<file path="config.mk">
export PLATFORM = sky130hd
export DESIGN_NAME = uart_rx_axis_ctrl
export DESIGN_NICKNAME = d
export VERILOG_FILES = /design/src/rtl/uart_rx_axis_ctrl.sv
export SDC_FILE = /design/constraint.sdc
export NUM_CORES = 1
export LEC_CHECK = 0
export BUFFER_PORTS_ARGS = -buffer_cell sky130_fd_sc_hd__clkbuf_2
export CORE_UTILIZATION = 55
export CTS_CLUSTER_DIAMETER = 200
export DETAILED_ROUTE_END_ITERATION = 16
export GPL_TIMING_DRIVEN = 0
export PLACE_DENSITY = 0.79
export SLEW_MARGIN = 20
export SYNTH_ARGS = -nofsm -noshare
export SYNTH_HDL_FRONTEND = slang
export SYNTH_SLANG_ARGS = --single-unit
export TNS_END_PERCENT = 5
</file>
<file path="constraint.sdc">
create_clock -name clk -period 7.23 [get_ports clk]
set_input_delay 0.723 -clock clk [delete_from_list [all_inputs] [get_ports clk]]
set_output_delay 0.723 -clock clk [all_outputs]
set_load 0.05 [all_outputs]
</file>
<file path="src/rtl/uart_rx_axis_ctrl.sv">
// uart_rx_axis_ctrl: turns a UART receive strobe stream into AXI-Stream packets.
// Each received character is held back until the next one arrives, so the byte
// that precedes a stretch of receive silence can be tagged as the end of a packet.
// Packets are also cut every MAX_PKT bytes. Finished bytes go into a
// first-word-fall-through FIFO. Bytes that find the FIFO full are dropped and counted.
module uart_rx_axis_ctrl #(
  parameter int DATA_BITS    = 8,
  parameter int FIFO_DEPTH   = 16,
  parameter int MAX_PKT      = 64,
  parameter int IDLE_TIMEOUT = 4340
) (
  input  logic                          clk,
  input  logic                          rst,
  input  logic                          en,
  input  logic [DATA_BITS-1:0]          rx_data,
  input  logic                          rx_valid,
  output logic [DATA_BITS-1:0]          m_axis_tdata,
  output logic                          m_axis_tvalid,
  input  logic                          m_axis_tready,
  output logic                          m_axis_tlast,
  output logic [$clog2(FIFO_DEPTH):0]   fifo_level,
  output logic                          overflow,
  output logic [7:0]                    drop_cnt,
  input  logic                          ovf_clr
);

  localparam int AW = $clog2(FIFO_DEPTH);
  localparam int LW = AW + 1;
  localparam int TW = $clog2(IDLE_TIMEOUT + 1);
  localparam int PW = $clog2(MAX_PKT + 1);
  localparam logic [TW-1:0] TIMER_LAST = TW'(IDLE_TIMEOUT - 1);
  localparam logic [PW-1:0] PKT_LAST   = PW'(MAX_PKT - 1);
  localparam logic [LW-1:0] FULL_LEVEL = LW'(FIFO_DEPTH);

  typedef enum logic [0:0] {EMPTY = 1'b0, HOLD = 1'b1} state_t;

  state_t               state_r;
  state_t               state_nxt_s;
  logic [DATA_BITS-1:0] pend_r;
  logic [TW-1:0]        timer_r;
  logic [PW-1:0]        pkt_cnt_r;
  logic                 accept_s;
  logic                 expire_s;
  logic                 load_s;
  logic                 push_s;
  logic                 push_last_s;
  logic                 pop_s;
  logic                 push_ok_s;
  logic                 drop_s;

  logic [DATA_BITS:0]   mem_r [FIFO_DEPTH];
  logic [AW-1:0]        wr_ptr_r;
  logic [AW-1:0]        rd_ptr_r;
  logic [LW-1:0]        level_r;

  assign accept_s = rx_valid && en;
  assign expire_s = (state_r == HOLD) && (timer_r == TIMER_LAST);

  // Hold-back FSM: decide when the pending byte is released and how it is tagged.
  always_comb begin
    state_nxt_s = state_r;
    load_s      = 1'b0;
    push_s      = 1'b0;
    push_last_s = 1'b0;
    case (state_r)
      EMPTY: begin
        if (accept_s) begin
          load_s      = 1'b1;
          state_nxt_s = HOLD;
        end else begin
          state_nxt_s = EMPTY;
        end
      end
      HOLD: begin
        if (accept_s) begin
          // A silence expiring in this same cycle still closes the packet.
          push_s      = 1'b1;
          push_last_s = expire_s ? 1'b1 : (pkt_cnt_r == PKT_LAST);
          load_s      = 1'b1;
          state_nxt_s = HOLD;
        end else if (expire_s) begin
          push_s      = 1'b1;
          push_last_s = 1'b1;
          state_nxt_s = EMPTY;
        end else begin
          state_nxt_s = HOLD;
        end
      end
      default: begin
        state_nxt_s = EMPTY;
      end
    endcase
  end

  // FSM state register.
  always_ff @(posedge clk or posedge rst) begin
    if (rst) begin
      state_r <= EMPTY;
    end else begin
      state_r <= state_nxt_s;
    end
  end

  // Pending byte, idle timer and per-packet byte count.
  always_ff @(posedge clk or posedge rst) begin
    if (rst) begin
      pend_r    <= '0;
      timer_r   <= '0;
      pkt_cnt_r <= '0;
    end else begin
      if (load_s) begin
        pend_r  <= rx_data;
        timer_r <= '0;
      end else if (state_r == HOLD) begin
        timer_r <= timer_r + TW'(1);
      end
      // The count follows every push attempt, accepted or dropped.
      if (push_s) begin
        pkt_cnt_r <= push_last_s ? '0 : pkt_cnt_r + PW'(1);
      end
    end
  end

  assign pop_s     = (level_r != '0) && m_axis_tready;
  assign push_ok_s = push_s && ((level_r != FULL_LEVEL) || pop_s);
  assign drop_s    = push_s && !push_ok_s;

  // FIFO storage, pointers and occupancy; storage is cleared so the idle head reads zero.
  always_ff @(posedge clk or posedge rst) begin
    if (rst) begin
      for (int i = 0; i < FIFO_DEPTH; i++) begin
        mem_r[i] <= '0;
      end
      wr_ptr_r <= '0;
      rd_ptr_r <= '0;
      level_r  <= '0;
    end else begin
      if (push_ok_s) begin
        mem_r[wr_ptr_r] <= {push_last_s, pend_r};
        wr_ptr_r        <= wr_ptr_r + AW'(1);
      end
      if (pop_s) begin
        rd_ptr_r <= rd_ptr_r + AW'(1);
      end
      if (push_ok_s && !pop_s) begin
        level_r <= level_r + LW'(1);
      end else if (pop_s && !push_ok_s) begin
        level_r <= level_r - LW'(1);
      end
    end
  end

  // Sticky overflow flag and saturating drop counter; a drop beats a clear.
  always_ff @(posedge clk or posedge rst) begin
    if (rst) begin
      overflow <= 1'b0;
      drop_cnt <= 8'd0;
    end else if (drop_s) begin
      overflow <= 1'b1;
      if (ovf_clr) begin
        drop_cnt <= 8'd1;
      end else if (drop_cnt != 8'd255) begin
        drop_cnt <= drop_cnt + 8'd1;
      end
    end else if (ovf_clr) begin
      overflow <= 1'b0;
      drop_cnt <= 8'd0;
    end
  end

  assign m_axis_tvalid = (level_r != '0);
  assign m_axis_tdata  = mem_r[rd_ptr_r][DATA_BITS-1:0];
  assign m_axis_tlast  = mem_r[rd_ptr_r][DATA_BITS];
  assign fifo_level    = level_r;

endmodule

</file>
* Yosys cells after proc, flatten, opt, wreduce, memory -nomap -nowiden
Index checks and enable logic that the tools add are counted.
** Storage, ports and cells
- Word-level logic and storage cells :: 86
- Output and inout port bits :: 24
- Register bits after elaboration :: 195
** Operators by class
- Equal/unequal tests :: 4
- $add $sub $neg :: 7
- Mux-type cells :: 27
- Bitwise logic cells :: 3
- $lt $le $gt $ge :: 3
- Reduce and logical (&&, ||, !) cells :: 17
** Operator list (number)
- bitwise mux 144 bit :: 1
- binary-select mux 9 bit (select 4 bit) :: 1
- demux 9 bit (select 4 bit) :: 1
- two-way mux 8 bit :: 4
- two-way mux 9 bit :: 3
- two-way mux 13 bit :: 2
- adder 13 x 1 -> 13 bit, second input constant :: 1
- equality test 13 bit, second input constant :: 1
- two-way mux 1 bit :: 11
- greater-or-equal comparator 5 bit, second input constant :: 2
- two-way mux 5 bit :: 2
- inverter 4 -> 5 bit :: 2
- adder 4 x 1 -> 4 bit, second input constant :: 2
- adder 8 x 1 -> 8 bit, second input constant :: 1
- logical AND 1 bit :: 8
- inequality test 8 bit, second input constant :: 1
- nonzero test 2 bit :: 4
- adder 7 x 1 -> 7 bit, second input constant :: 1
- equality test 7 x 6 -> 1 bit, second input constant :: 1
- two-way mux 7 bit :: 1
- adder 5 x 1 -> 5 bit, second input constant :: 1
- < comparator 5 x 1 -> 1 bit, second input constant :: 1
- inequality test 5 bit, second input constant :: 1
- nonzero test 5 bit :: 1
- 6 further kinds :: 7

* Longest topological paths before layout
- Depth after elaboration :: 10
- Gate-level depth with buffers :: 13
- Depth with buffers taken out :: 12

* Worst setup path after synthesis
OpenSTA, ideal clock, no wires.
- Path kind :: flip-flop to flip-flop
- From :: register level_r[0], in the netlist fifo_level[0]
- To :: register level_r[4], in the netlist fifo_level[4]
- Slack :: 3891 ps
- Period minus slack after synthesis :: 3339 ps
- Arrival time :: 3197 ps
- Stages on the path, launching flop included :: 13
- Buffers on the path :: 1
- Cells stage by stage :: dfrtp_1 > nor4_2 > nand2_1 > clkbuf_1 > nand3_1 > inv_1 > ha_1 > inv_1 > ha_1 > a21o_1 > a21oi_1 > mux2i_1 > xnor2_1
** Between the ends
- Word-level cells in the longest chain between the ends :: 7
** Ends and longest elaborated chain
- start, declared :: RTL line 54 : logic [LW-1:0] level_r;
- start signal, assigned :: RTL line 146 : level_r <= level_r + LW'(1);
- start signal, assigned :: RTL line 148 : level_r <= level_r - LW'(1);
- nonzero test 5 bit :: RTL line 124 : assign pop_s = (level_r != '0) && m_axis_tready;
- logical AND 1 bit :: RTL line 124
- logical OR 1 bit * :: RTL line 125 : assign push_ok_s = push_s && ((level_r != FULL_LEVEL) || pop_s);
- logical AND 1 bit * :: RTL line 125
- via push_ok_s :: RTL line 48 : logic push_ok_s;
- zero test 1 bit :: RTL line 147 : end else if (pop_s && !push_ok_s) begin
- logical AND 1 bit :: RTL line 147
- nonzero test 2 bit (no line)
Mark *: on every way through the listed nets, which the timed path passes. The rest lies on a longest branch. The select of a mux whose other input is x is not followed.
A chain may end at the register's enable or synchronous reset.

* Worst setup path after layout
- From :: register rd_ptr_r[0]
- To :: output m_axis_tdata[5]
** Between the ends
- Word-level cells in the longest chain between the ends :: 4
** Ends and longest elaborated chain
- start, declared :: RTL line 53 : logic [AW-1:0] rd_ptr_r;
- start signal, assigned :: RTL line 143 : rd_ptr_r <= rd_ptr_r + AW'(1);
- inverter 4 -> 5 bit (implied by the code) :: RTL line 172 : assign m_axis_tdata = mem_r[rd_ptr_r][DATA_BITS-1:0];
- binary-select mux 9 bit (select 4 bit) :: RTL line 172
- two-way mux 9 bit (2 in a row)
- end, declared :: RTL line 17 : output logic [DATA_BITS-1:0] m_axis_tdata,
Every way passes these cells. The select of a mux whose other input is x is not followed.

==> flow_metrics.tcl <==
set metrics [dict create \
    grt.overflow.total 0 \
    cts_resized 0 \
    clk_path_buf_depth 2 \
    synth_ff_type "dfrtp_1" \
    core-area_mm2 0.0167 \
    grt.total_usage_pct 24.9 \
    synth_top_area_cell "dfrtp_1" \
    yosysWarningCount 0 \
    slew_violations 0 \
    synth_area_leaders "dfrtp_1, mux2_2, mux4_2, nand2_1, ha_1" \
    num_antenna_cells 0 \
    rsz0062_at_grt "no" \
    hold_path.class "in2async" \
    drtIter0Drc 405 \
    synth_top_cell_area_share_pct 51.4 \
    cts-root-buf "clkbuf_16" \
    dp_hpwl_mm 14.1 \
    nFillCells 1206 \
    yosys.cell_types.count 61 \
    outcome "completed" \
    cts.sinks 195 \
    drt-vias-per-instance 6.16 \
    end_kind "primary output" \
    peakVddDrop_uv 248 \
    cts_setup_buffers 0 \
    antenna_found_initial 0 \
    max-cap-violations 0 \
    num_vias 5911 \
    finalCriticalPeriod_ns 4.10 \
    hold_violations 0 \
    ys_seq_elements 195 \
    path_class "reg2out" \
    num_rows 47 \
    drc 0 \
    fin_worst_skew_ns 0.0139 \
    cts_tree "yes" \
    areaGrowthSynthToFinish_pct 11.2 \
    drtPass1Iterations 5 \
    async_flop_share_pct 100 \
    yosysSeqAreaShare_pct 51.4 \
    grt_pass1_vias 6096 \
    gp_congestion 0.838 \
    port_buffers 37 \
    htree_levels 4 \
    grt_pass1_wl_mm 33.5 \
    relSlewSlack_pct 32.8 \
    die_area_mm2 0.0178 \
    whs_ns 0.414 \
    power_density_mw_per_mm2 388 \
    critPathLaunchType "register" \
    synth_nets 697 \
    syn_area_per_cell_um2 14.2 \
    drive_gt1_share_pct 40.3 \
    crit_arrival_ns 3.37 \
    synthCells 670 \
    die_w_um 133 \
    critPathRequiredTime_ns 6.51 \
    finalPower_mw 4.10 \
    cts-buffers-inserted 17 \
    critical_path_peak_fanout 10 \
    setup_viol 0 \
    worstMarginPinSlew_ns 1.01 \
    hold_buffers 0 \
    wl_per_cell_um 20.9 \
    ant_nets 0 \
    synth_edf_count 0 \
    grt_max_degree 101 \
    finalWirelength_mm 20.1 \
    leakagePower_nw 5.18 \
    min_period_over_period_pct 56.6 \
    ioPinCount 38 \
    path_clk_slew_ns 0.07 \
    fin_nets 754 \
    die_h_um 133 \
    netlist_area_mm2 0.00950 \
    start_util_pct 56.9 \
    max_freq_ghz 0.244 \
    clk_latency_ns 0.45 \
]
-- flip-flops by register name, summed over array words and instances, names as in the netlist --
signal      cells
overflow        1
timer_r        13
rd_ptr_r        4
state_r         1
mem_r         144
fifo_level      5
wr_ptr_r        4
drop_cnt        8
pend_r          8
pkt_cnt_r       7
-- per-layer routing --
layer,global-route usage [%],up-vias,part of all wire (%)
met3,4.19,36,4.0
li1,-,2610,-
met2,39.7,154,50
met5,0,-,0
met4,10.1,0,2.5
met1,34.2,3111,44
-- Yosys cell counts (2+ instances only) --
master and n:
nand4_2 10, a21oi_1 9, nor2_1 16, nand2_1 42, or3_1 2, dlymetal6s2s_1 7
inv_1 13, xor2_1 8, ha_1 12, o31ai_1 4, or4_4 2, and3b_1 6
buf_1 6, mux4_2 45, dfrtp_1 195, o21ai_0 6, mux2_4 9, nor2b_1 2
nand4_1 9, and2_1 3, nor3b_1 6, a21o_1 2, nand3_1 22, or2_2 2
clkbuf_1 15, and4_1 2, buf_6 4, and3_1 3, buf_2 6, nand3b_1 3
nor4_1 3, xnor2_1 12, mux2i_1 5, nor3_1 4, or4_1 9, mux2_2 141
-- final timing paths --
path	slack (ns)	cells after the start	startpoint	end
setup reg to reg	3.60	12	fifo_level[0]	fifo_level[4]
hold reg to reg	0.50	1	overflow	overflow
min in group clk	0.48	3	rx_data[6]	pend_r[6]
max in group asynchronous	5.92	3	rst	mem_r[26]
setup / recovery	3.13	5	rd_ptr_r[0]	m_axis_tdata[5]
hold / removal	0.41	2	rst	drop_cnt[5]
-- worst max-delay path, cell delays in order (launching register included) --
cell	delay, ns
dfrtp_1	0.36
buf_2	0.32
buf_1	0.80
mux4_2	0.66
mux4_2	0.52
clkbuf_2	0.26
-- kinds of logic (layout without fill, tap and decap cells) --
family                   after synthesis  count (layout)  share of synthesized area [%]
multiplexers                         200             200                           29.3
XOR/XNOR                              20              20                           1.84
flip-flops                           195             195                           51.4
adder cells (fa/ha/maj)               13              13                           1.79
buffers and inverters                 54             123                           3.40
AND/OR/NAND/NOR                      153             153                           9.64
AO/OA/AOI/OAI                         35              35                           2.62
-- final cells by class --
| cell class | count | area (um^2) | share of cell area [%] |
|---|---|---|---|
| Sequential cell | 195 | 4880 | 46.2 |
| Tap cell | 220 | 275 | 2.61 |
| Clock buffer | 19 | 453 | 4.29 |
| Inverter | 13 | 56.3 | 0.533 |
| Timing Repair Buffer | 38 | 213 | 2.01 |
| Multi-Input combinational cell | 421 | 4300 | 40.7 |
| Buffer | 41 | 274 | 2.60 |
| Clock inverter | 12 | 111 | 1.05 |
-- metrics by stage --
stage / utilization (%) / setup TNS (ns) / cell area, um^2 / worst slack [ns] / instances
after floorplan: - / 0 / 9500 / 1.19 / 670
after global placement: 59.6 / -75.72 / 9960 / -0.398 / 927
after detailed placement: 59.8 / 0 / 9990 / 3.54 / 928
after CTS: 63.2 / 0 / 10600 / 3.07 / 959
after global routing: 63.2 / 0 / 10600 / 2.95 / 959
final: 63.2 / 0 / 10600 / 3.13 / 959
-- layout by cell type (no fill, tap or decap), types with 10 or more instances in the layout --
master,instances
mux2_2,141
xnor2_1,12
nand4_2,10
clkbuf_16,17
nor2_1,16
inv_1,12
dfrtp_1,195
nand3_1,22
nand2_1,42
clkbuf_1,15
mux4_2,45
ha_1,12
clkbuf_2,37
-- report_power, final --
group	internal [mW]	leakage [nW]	switching, mW
Clock	0.470	0.277	0.439
Sequential	1.44	2.56	0.217
Combinational	0.747	2.34	0.789
Total	2.66	5.18	1.45
Note: power is estimated with default switching activity, not from simulation.
